$ cat src/rtl/trig_link_tx.sv
// Coax trigger link transmitter: forwards trigger requests aligned to local phase 0
// and emits a fixed sync-pulse train whenever the trigger board opens a sync window.
module trig_link_tx #(
    parameter int NCH         = 4,
    parameter int QUIET_TICKS = 250,
    parameter int NSYNC       = 64
) (
    input  logic           clk,
    input  logic           nrst,
    input  logic           sync_req,
    input  logic [NCH-1:0] trig_in,
    output logic [NCH-1:0] coax_out,
    output logic [1:0]     phase,
    output logic           sync_busy,
    output logic           sync_done,
    output logic           sync_abort,
    output logic [15:0]    dropped_cnt
);

    typedef enum logic [1:0] {
        NORMAL   = 2'd0,
        QUIET    = 2'd1,
        SYNC     = 2'd2,
        WAIT_END = 2'd3
    } state_t;

    localparam logic [15:0] QUIET_LAST = 16'(QUIET_TICKS - 1);
    localparam logic [15:0] NSYNC_LAST = 16'(NSYNC - 1);

    state_t         state, state_nx;
    logic           sreq_meta, sreq_s, sreq_d;
    logic           rise;
    logic [NCH-1:0] pending, pending_nx;
    logic [NCH-1:0] coax_nx;
    logic [15:0]    qcnt, qcnt_nx;
    logic [15:0]    scnt, scnt_nx;
    logic [15:0]    dropped_nx;
    logic           done_nx, abort_nx;

    function automatic logic [15:0] sat_inc16(input logic [15:0] v);
        return (v == 16'hFFFF) ? v : v + 16'd1;
    endfunction

    // Synchronizer resets high so a window already open at reset release yields no rise.
    always_ff @(posedge clk or negedge nrst) begin
        if (!nrst) begin
            sreq_meta <= 1'b1;
            sreq_s    <= 1'b1;
            sreq_d    <= 1'b1;
        end else begin
            sreq_meta <= sync_req;
            sreq_s    <= sreq_meta;
            sreq_d    <= sreq_s;
        end
    end

    assign rise = sreq_s & ~sreq_d;

    always_ff @(posedge clk or negedge nrst) begin
        if (!nrst) begin
            phase <= 2'd0;
        end else begin
            phase <= phase + 2'd1;
        end
    end

    always_comb begin
        state_nx   = state;
        coax_nx    = '0;
        pending_nx = pending;
        qcnt_nx    = qcnt;
        scnt_nx    = scnt;
        done_nx    = 1'b0;
        abort_nx   = 1'b0;
        dropped_nx = dropped_cnt;

        // Any trigger activity while the link is owned by the sync window is lost.
        if ((state != NORMAL) && (|trig_in)) begin
            dropped_nx = sat_inc16(dropped_cnt);
        end

        case (state)
            NORMAL: begin
                pending_nx = pending | trig_in;
                if (phase == 2'd0) begin
                    coax_nx    = pending | trig_in;
                    pending_nx = '0;
                end
                if (rise) begin
                    state_nx   = QUIET;
                    pending_nx = '0;
                    qcnt_nx    = '0;
                end
            end
            QUIET: begin
                qcnt_nx = qcnt + 16'd1;
                if (!sreq_s) begin
                    state_nx   = NORMAL;
                    abort_nx   = 1'b1;
                    pending_nx = '0;
                end else if (qcnt == QUIET_LAST) begin
                    state_nx = SYNC;
                    scnt_nx  = '0;
                end
            end
            SYNC: begin
                if (!sreq_s) begin
                    state_nx   = NORMAL;
                    abort_nx   = 1'b1;
                    pending_nx = '0;
                end else if (phase == 2'd0) begin
                    coax_nx = '1;
                    scnt_nx = scnt + 16'd1;
                    if (scnt == NSYNC_LAST) begin
                        done_nx  = 1'b1;
                        state_nx = WAIT_END;
                    end
                end
            end
            WAIT_END: begin
                if (!sreq_s) begin
                    state_nx   = NORMAL;
                    pending_nx = '0;
                end
            end
            default: begin
                state_nx   = NORMAL;
                pending_nx = '0;
            end
        endcase
    end

    always_ff @(posedge clk or negedge nrst) begin
        if (!nrst) begin
            state       <= NORMAL;
            coax_out    <= '0;
            pending     <= '0;
            qcnt        <= '0;
            scnt        <= '0;
            sync_done   <= 1'b0;
            sync_abort  <= 1'b0;
            dropped_cnt <= '0;
        end else begin
            state       <= state_nx;
            coax_out    <= coax_nx;
            pending     <= pending_nx;
            qcnt        <= qcnt_nx;
            scnt        <= scnt_nx;
            sync_done   <= done_nx;
            sync_abort  <= abort_nx;
            dropped_cnt <= dropped_nx;
        end
    end

    assign sync_busy = (state != NORMAL);

endmodule

$ cat config.mk
export PLATFORM = sky130hd
export DESIGN_NAME = trig_link_tx
export DESIGN_NICKNAME = d
export VERILOG_FILES = /design/src/rtl/trig_link_tx.sv
export SDC_FILE = /design/constraint.sdc
export NUM_CORES = 1
export LEC_CHECK = 0
export BUFFER_PORTS_ARGS = -buffer_cell sky130_fd_sc_hd__buf_2
export CAP_MARGIN = 15
export CORE_ASPECT_RATIO = 0.9
export CORE_MARGIN = 8
export CORE_UTILIZATION = 59
export CTS_CLUSTER_SIZE = 30
export DETAILED_ROUTE_END_ITERATION = 10
export PLACE_DENSITY = 0.86
export SETUP_SLACK_MARGIN = 0.2
export SLEW_MARGIN = 10
export SYNTH_ARGS = -nofsm -noshare
export SYNTH_HDL_FRONTEND = slang
export SYNTH_SLANG_ARGS = --single-unit
$ cat constraint.sdc
create_clock -name clk -period 2.9 [get_ports clk]
set_clock_uncertainty 0.05 [all_clocks]
set_input_delay 0.29 -clock clk [delete_from_list [all_inputs] [get_ports clk]]
set_output_delay 0.29 -clock clk [all_outputs]
set_load 0.05 [all_outputs]
==> results of run 1 <==
==> synth_stat cells (2+ instances only) <==
cell,number,area share (%)
a211o_1,4,1.1
a21boi_0,4,0.91
a21oi_1,8,1.2
a22o_1,4,1.1
and2_1,3,0.57
and3_1,8,1.5
buf_2,2,0.30
clkbuf_1,8,0.91
dfrtp_1,62,47
dfstp_2,3,2.4
ha_1,9,3.4
inv_1,12,1.4
mux2_2,4,1.4
nand2_1,34,3.9
nand2b_1,2,0.38
nand3_1,25,3.8
nand4_1,9,1.7
nor2_1,38,4.3
nor2b_1,2,0.38
nor3_1,11,1.7
nor4_1,8,1.5
o211ai_1,5,1.1
o21ai_0,19,2.9
o311ai_0,2,0.53
o31ai_1,3,0.68
or3_1,3,0.57
or4_1,6,1.4
or4b_1,3,0.91
xnor2_1,13,3.4
xor2_1,9,2.4
==> worst paths after layout <==
path / end / slack, ns / cells after the start
worst min-delay path: dropped_cnt[10]$_DFFE_PN0P_ / 0.05 / 2
min in group clk: pending[3]$_DFFE_PN0P_ / 0.18 / 3
max in group asynchronous: qcnt[8]$_DFFE_PN0P_ / 2.21 / 2
worst min register to register: sreq_s$_DFF_PN1_ / 0.31 / 0
worst max-delay path: scnt[5]$_DFFE_PN0P_ / 0.48 / 7
worst max register to register: scnt[5]$_DFFE_PN0P_ / 0.48 / 7
==> cell usage in the layout, fill, tap and decap left out, drive strengths merged, types with 4 or more instances in the layout <==
cell type / n
and3: 8
a22o: 4
mux2: 4
ha: 9
a21boi: 4
o21ai: 20
clkbuf: 11
nand2: 34
xnor2: 13
o211ai: 5
a21oi: 8
inv: 12
xor2: 9
dfrtp: 62
or4: 6
nand3: 25
nor3: 11
buf: 34
a211o: 4
nor2: 38
nor4: 8
nand4: 9
==> cell families after synthesis <==
kind of cell	share of synthesized area, %
flops	49.28
compound gates	12.59
mux	1.664
buf+inv	2.572
xor+xnor	5.825
simple gates	24.66
fa+ha+maj	3.404
==> final cells by class <==
type,instances,area [sq um]
Fill cell,414,1770
Sequential cell,65,1630
Multi-Input combinational cell,255,1598
Timing Repair Buffer,35,187.7
Clock buffer,11,131.4
Tap cell,70,87.58
Clock inverter,5,80.08
Inverter,12,45.04
==> state kept, by name (all words and copies together), names as in the netlist, 2 cells and up <==
signal       count
dropped_cnt     16
scnt            16
phase            2
state            2
coax_out         4
qcnt            16
pending          4
==> metal layers <==
metal	vias up	wire length [microns]	track usage, %
met2	45	3449	28.79
met5	-	0	0
met1	1334	3209	23.40
li1	1310	-	-
met3	13	309	5.776
met4	0	116	6.657
==> where the power goes <==
part	switching, mW	internal [mW]	total [mW]	leakage (nW)
registers	0.158	1.07	1.23	0.848
logic	0.842	0.347	1.19	0.710
clock network	0.352	0.483	0.835	0.0995
==> critical path, cell delays in order (launching register included) <==
cell,delay (ns)
dfrtp_1,0.43
inv_1,0.09
ha_1,0.13
nor4b_2,0.17
nand4_1,0.20
a211o_1,0.61
or4b_1,0.55
o211ai_1,0.10
==> timing repair <==
item | CTS | global route
endpoints found under the setup margin | 0 | 11
gates resized for setup | 0 | 2
hold endpoints to repair | 1 | 0
hold buffers | 1 | 0
==> out/metrics.cfg, run 1 <==
[worst_setup_path]
crit_type = reg2reg
startpoint_type = flip-flop
end_kind = flip-flop
critPathMaxFanout = 26
arrival_ns = 2.64
worstReg2RegStart = qcnt[1]$_DFFE_PN0P_
cp.required_ns = 3.12
critical_path.startpoint = qcnt[1]$_DFFE_PN0P_

[grt]
grt_max_degree = 66
grt_pass1_vias = 2504
gr-usage-all-layers_pct = 18.44
grt_pass1_wl_microns = 11920
grt_overflow = 0
antenna_found_initial = 0

[place]
dp.cells = 436
io_buffer_count = 31
gp_congestion = 0.8225
dp_worst_setup_slack_ns = 0.3264
placedInstanceArea_sq_mm = 0.003533
place.detailed.hpwl_microns = 4842

[synthesis]
syn_area_sq_mm = 0.003308
ys_ff_latch = 65
syn-num-nets = 358
netlist_instances = 342
synthArstFlopShare_pct = 100.0
synth_seq_area_share_pct = 49.28
synth-edff-count = 0
synth.distinct_cells = 49
synth_area_per_cell_sq_um = 9.673
ys_warn_count = 0
synthFlopType = dfrtp_1

[sta]
final.setup.tns_ns = 0
period_share_pct = 83.60
clock.fmax_ghz = 0.4125
slew_viol_final = 0
worst_slew_pin_slew_ns = 0.8029
finalCriticalPeriod_ns = 2.424
rsz0062_at_grt = no
relSlewSlack_pct = 46.47
fin_ws_ns = 0.4755
finalSetupViolCount = 0
whs_ns = 0.05085
finalHoldViolations = 0

[die]
row_count = 26
core-area_sq_mm = 0.005530
initial_core_util_pct = 59.82
dieWidth_microns = 94.93
ioPinCount = 32
fp.dieArea_sq_mm = 0.008262
die_y_microns = 87.04

[clock_tree]
cts.reportedPaths.clkPinSlew_ns = 0.07
clockBufferDepth = 2
cts_inserted_buffers = 9
cts_setup_buffers = 0
cts.sinks = 65
clkLatencyLatePin_ns = 0.35
cts_root_buffer = clkbuf_8
cts_tree = yes
cts-htree-levels = 3

[drt]
remaining_drc_errors = 0
drtAntennaViolNets = 0
wl_per_cell_microns = 15.64
viasPerCell = 5.965
firstDrtPassIters = 6
via_count = 2702
wirelength_microns = 7084
detail_route.iter0.violations = 179

[cells_and_area]
final_nets = 394
n_antenna_cell = 0
layout.cells.non_filler = 453
drive_above_1_share_pct = 15.93
fin_util_pct = 67.99
final_area_sq_mm = 0.003760
syn_to_final_growth_pct = 13.65

[power]
power_mw = 3.250
peakVddDrop_v = 0.0006797
leakagePower_nw = 1.658
power.density_mw_per_mm2 = 864.4

[status]
status = complete, no violations

[min_path]
min_path_type = in2async

[run]
cap_violations = 0

Power figures use the tool's default switching activity.
==> run 2: changes to the inputs <==
Clock period 2.9 ns to 2.5 ns, I/O delays scaled along.
==> run 2 against run 1 <==
Wire length is 1.8% higher; combinational power grew 23%; die area did not move; global-route usage rose by 0.49 points; largest cell class unchanged; non-clock buffer count up 8; cell count increased by 1.8%; worst hold slack improved by 0.090 ns; sequential power grew 16%; sequential cell count unchanged; first-iteration DRC count is the same; sequential share of layout area is 1.2 points lower; utilization up 2.0 points.
==> out/metrics.cfg, run 2 (synthesis gave the netlist of run 1 again) <==
[clock_tree]
cts_inserted_buffers = 9
cts_root_buffer = clkbuf_8
cts-htree-levels = 3
cts.reportedPaths.clkPinSlew_ns = 0.07
cts.sinks = 65
clkLatencyLatePin_ns = 0.35
cts_setup_buffers = 0
cts_tree = yes
clockBufferDepth = 2

[die]
die_y_microns = 87.04
core-area_sq_mm = 0.005530
fp.dieArea_sq_mm = 0.008262
row_count = 26
ioPinCount = 32
dieWidth_microns = 94.93
initial_core_util_pct = 59.82

[worst_setup_path]
max_stage_delay_ns = 0.61
worstReg2RegStart = qcnt[1]$_DFFE_PN0P_
crit_type = reg2reg
end_kind = flip-flop
path_cells = inv_1, ha_1, nor4b_2, nand4_1, a2111oi_2, o21ai_0, a32o_1
arrival_ns = 2.47
critPathSlowestCell = a2111oi_2
r2r.worst_path.cells = 7
startpoint_type = flip-flop
regToRegEndpoint = state[0]$_DFFE_PN0P_
regToRegSetupSlack_ns = 0.21
critPathMaxFanout = 5
cp.required_ns = 2.68

[grt]
grt_pass1_wl_microns = 12340
antenna_found_initial = 0
gr-usage-all-layers_pct = 18.93
grt_max_degree = 58
grt_pass1_vias = 2592
grt_overflow = 0

[power]
p_comb_share_pct = 36.6
seqPwrFrac_pct = 35.8
power_mw = 3.983
clkPwrFrac_pct = 27.5
peakVddDrop_v = 0.0007166
leakagePower_nw = 1.724
p_sw_share_pct = 40.22
power.density_mw_per_mm2 = 1029
p_sw_mw = 1.602
p_int_mw = 2.381

[drt]
wl_per_cell_microns = 15.64
via_count = 2722
viasPerCell = 5.905
wirelength_microns = 7208
firstDrtPassIters = 5
remaining_drc_errors = 0
detail_route.iter0.violations = 179
drtAntennaViolNets = 0

[sta]
period_share_pct = 91.74
clock.fmax_ghz = 0.4360
worst_slew_pin_slew_ns = 0.5980
rsz0062_at_grt = yes
finalSetupViolCount = 0
relSlewSlack_pct = 59.76
finalCriticalPeriod_ns = 2.294
finalHoldViolations = 0
slew_viol_final = 0
final.setup.tns_ns = 0

[status]
status = complete, no violations

[cells_and_area]
final_common_cell = dfrtp_1
final_cell_mix = dfrtp_1 (62), nor2_1 (38), nand2_1 (34)
n_antenna_cell = 0
fillers = 425
multi_input_area_sq_mm = 0.001602
reg_top3 = dropped_cnt x16, qcnt x16, scnt x16
seqCellArea_sq_mm = 0.001630
fin_util_pct = 70.00
drive_above_1_share_pct = 17.90
syn_to_final_growth_pct = 17.02
final_nets = 402

[min_path]
min_path_type = in2reg
hold_start = trig_in[3]
min_to = pending[3]$_DFFE_PN0P_
min_path_cells = 3

[run]
cap_violations = 0

[place]
io_buffer_count = 31
gp_congestion = 0.8458
place.detailed.hpwl_microns = 5141

==> run 2: cell type report <==
type | instances | share of cell area, %
Clock buffer | 11 | 3.652
Clock inverter | 5 | 2.650
Inverter | 12 | 1.164
Multi-Input combinational cell | 255 | 41.37
Sequential cell | 65 | 42.11
Tap cell | 70 | 2.262
Timing Repair Buffer | 43 | 6.787
==> run 2: power groups by stage <==
stage / clock network (mW) / logic [mW] / registers (mW)
finish: 1.10 / 1.46 / 1.43
global route: 1.16 / 1.57 / 1.46
CTS: 1.12 / 1.45 / 1.42
detailed placement: 0 / 1.44 / 1.44
global placement: 0 / 1.40 / 1.42
floorplan: 0 / 0.696 / 1.76
==> run 2: critical path: cells and delay by family, from the launching register on <==
family	cells	cell delay, ns
compound gates	3	1.09
fa+ha+maj	1	0.13
buf+inv	1	0.09
flops	1	0.43
simple gates	2	0.39
==> run 2: worst max path at each step <==
| stage | start | endpoint | slack (ns) | cells past startpoint |
|---|---|---|---|---|
| floorplan | dropped_cnt[0]$_DFFE_PN0P_ | dropped_cnt[1]$_DFFE_PN0P_ | 0.20 | 5 |
| global placement | qcnt[0]$_DFFE_PN0P_ | scnt[5]$_DFFE_PN0P_ | 0.30 | 6 |
| detailed placement | qcnt[1]$_DFFE_PN0P_ | scnt[5]$_DFFE_PN0P_ | 0.21 | 7 |
| CTS | qcnt[1]$_DFFE_PN0P_ | scnt[5]$_DFFE_PN0P_ | 0.24 | 7 |
| global route | qcnt[0]$_DFFE_PN0P_ | state[0]$_DFFE_PN0P_ | 0.08 | 6 |
| finish | qcnt[1]$_DFFE_PN0P_ | state[0]$_DFFE_PN0P_ | 0.21 | 7 |
==> run 2: timing repair <==
item                                    4_1_cts  5_1_grt
pin swaps                                     0        1
hold buffers                                  2        0
endpoints found under the setup margin        1       16
gates resized for setup                       1        2
endpoints found under the hold margin         9        0
==> run 2: stage by stage <==
stage                     cell area [sq um]  hold WS, ns  setup slack [ns]  instances
after floorplan                        3308     -0.09559            0.2045        342
after global placement                 3598      0.07430            0.3036        443
after detailed placement               3598      0.07810            0.2082        443
after CTS                              3864       0.1318            0.2429        461
after global routing                   3871       0.1508           0.07731        461
final                                  3871       0.1406            0.2065        461
==> run 2: per-layer routing <==
layer,vias to the layer above,part of all wire (%),global-route usage (%)
met5,-,0,0
met4,0,1.4,6.516
met2,40,50,30.93
li1,1333,-,-
met3,11,4.2,5.776
met1,1338,45,23.06
==> run 3: changes to the inputs <==
Settings changed: BUFFER_PORTS_ARGS -buffer_cell sky130_fd_sc_hd__buf_2 to -buffer_cell sky130_fd_sc_hd__clkbuf_2.
==> run 3 against run 2 <==
Design area increased by 0.74%; via count is 4.7% higher; power shrank 3.1%; clock power shrank 20%; worst setup slack better by 0.049 ns; critical path type unchanged; critical endpoint is now dropped_cnt[11]$_DFFE_PN0P_; largest power group unchanged.
==> out/metrics.cfg, run 3 (synthesis gave the netlist of run 1 again) <==
[status]
status = complete, no violations

[sta]
clock.fmax_ghz = 0.4455
rsz0062_at_grt = yes
relSlewSlack_pct = 58.80
worst_slew_pin_slew_ns = 0.6124
fin_ws_ns = 0.2551
finalHoldViolations = 0
slew_viol_final = 0
finalCriticalPeriod_ns = 2.245
final.setup.tns_ns = 0
period_share_pct = 89.79
finalSetupViolCount = 0

[power]
power.density_mw_per_mm2 = 990.0
leakagePower_nw = 1.725
peakVddDrop_v = 0.0007054
power_mw = 3.861

[clock_tree]
clockBufferDepth = 2
cts_tree = yes
cts_inserted_buffers = 9
cts.sinks = 65
clkLatencyLatePin_ns = 0.34
cts.reportedPaths.clkPinSlew_ns = 0.07
cts_root_buffer = clkbuf_8
cts-htree-levels = 3

[run]
cap_violations = 0

[cells_and_area]
final_common_cell = dfrtp_1
layout.cells.non_filler = 468
reg_top3 = dropped_cnt x16, qcnt x16, scnt x16
final_nets = 409
drive_above_1_share_pct = 20.35
final_cell_mix = dfrtp_1 (61), nor2_1 (37), nand2_1 (34)
final_area_sq_mm = 0.003900
syn_to_final_growth_pct = 17.89
n_antenna_cell = 0

[worst_setup_path]
crit_buf_inv = 1
critPathTopFamily = simple AND/OR/NAND/NOR gates
path_cells = inv_1, ha_1, or4b_1, nor3_1, nand4_1, xnor2_1
max_stage_delay_ns = 0.60
startpoint_type = flip-flop
cp.required_ns = 2.68
critPathMaxFanout = 6
arrival_ns = 2.42
critPathSlowestCell = or4b_1
crit_type = reg2reg
end_kind = flip-flop
regToRegSetupSlack_ns = 0.26

[die]
row_count = 26
initial_core_util_pct = 59.82
die_y_microns = 87.04
fp.dieArea_sq_mm = 0.008262
ioPinCount = 32
core-area_sq_mm = 0.005530
dieWidth_microns = 94.93

[grt]
grt_pass1_wl_microns = 12950
antenna_found_initial = 0
grt_pass1_vias = 2775
grt_max_degree = 38
grt_overflow = 0
gr-usage-all-layers_pct = 19.77

[drt]
wl_per_cell_microns = 16.90
firstDrtPassIters = 5
via_count = 2849
wirelength_microns = 7907
remaining_drc_errors = 0
drtAntennaViolNets = 0
viasPerCell = 6.088
detail_route.iter0.violations = 265

[place]
dp_worst_setup_slack_ns = 0.2219
place.detailed.hpwl_microns = 5363
dp.cells = 444
placedInstanceArea_sq_mm = 0.003593
io_buffer_count = 31
gp_congestion = 0.8376

[min_path]
min_path_type = in2reg

run 3: changes by cell type in the layout (fill, tap and decap cells not counted), sizes merged:
cell      previous run  this run
buf                 41        16
bufinv               3         1
a211o                4         5
clkbuf              11        42
clkinv               1         2
clkinvlp             1         2
run 3: per-stage QoR:
step / utilization (%) / hold WS (ns)
6_report: 70.52 / 0.1591
5_1_grt: 70.52 / 0.1622
4_1_cts: 68.89 / 0.1423
3_5_place_dp: 64.98 / 0.2467
3_3_place_gp: 64.98 / 0.2334
2_1_floorplan: - / -0.09559
run 3: final cells by class:
type                       instances  area (sq um)
multi-input combinational        256          1644
tap                               70         87.58
clock inverter                     5         55.05
clock buffer                      11         141.4
inverter                          12         45.04
fill                             428          1630
sequential                        65          1632
timing repair buffer              49         295.3
run 3: repair_timing:
item	in CTS	in global routing
buffers inserted	0	5
endpoints found under the setup margin	0	22
hold endpoints to repair	63	0
gates resized for setup	0	9
hold buffers	2	0
run 3: worst paths after layout:
path,from,depth (start not counted),to
worst max-delay path,state[0]$_DFFE_PN0P_,6,dropped_cnt[11]$_DFFE_PN0P_
worst min-delay path,trig_in[3],3,pending[3]$_DFFE_PN0P_
worst max register to register,state[0]$_DFFE_PN0P_,6,dropped_cnt[11]$_DFFE_PN0P_
worst min register to register,sreq_meta$_DFF_PN1_,0,sreq_s$_DFF_PN1_
max in group asynchronous,nrst,3,qcnt[0]$_DFFE_PN0P_
min in group asynchronous,nrst,3,dropped_cnt[10]$_DFFE_PN0P_
run 3: metal layers:
layer / track usage [%] / part of all wire [%] / routed length (microns)
met1: 23.38 / 42 / 3316
met2: 33.46 / 51 / 3997
met3: 5.776 / 5.6 / 444
met4: 6.516 / 1.9 / 148
met5: 0 / 0 / 0
run 3: where the power goes:
| group | switching [mW] | internal [mW] | total (mW) | leakage [nW] |
|---|---|---|---|---|
| combinational | 1.05 | 0.497 | 1.55 | 0.783 |
| clock | 0.397 | 0.484 | 0.881 | 0.0953 |
| sequential | 0.189 | 1.24 | 1.43 | 0.847 |
| total | 1.64 | 2.22 | 3.86 | 1.73 |
run 3: worst reg2reg max path, cell delays in order (launching register included):
cell	delay [ns]
dfrtp_1	0.42
inv_1	0.09
ha_1	0.29
or4b_1	0.60
nor3_1	0.38
nand4_1	0.17
xnor2_1	0.14
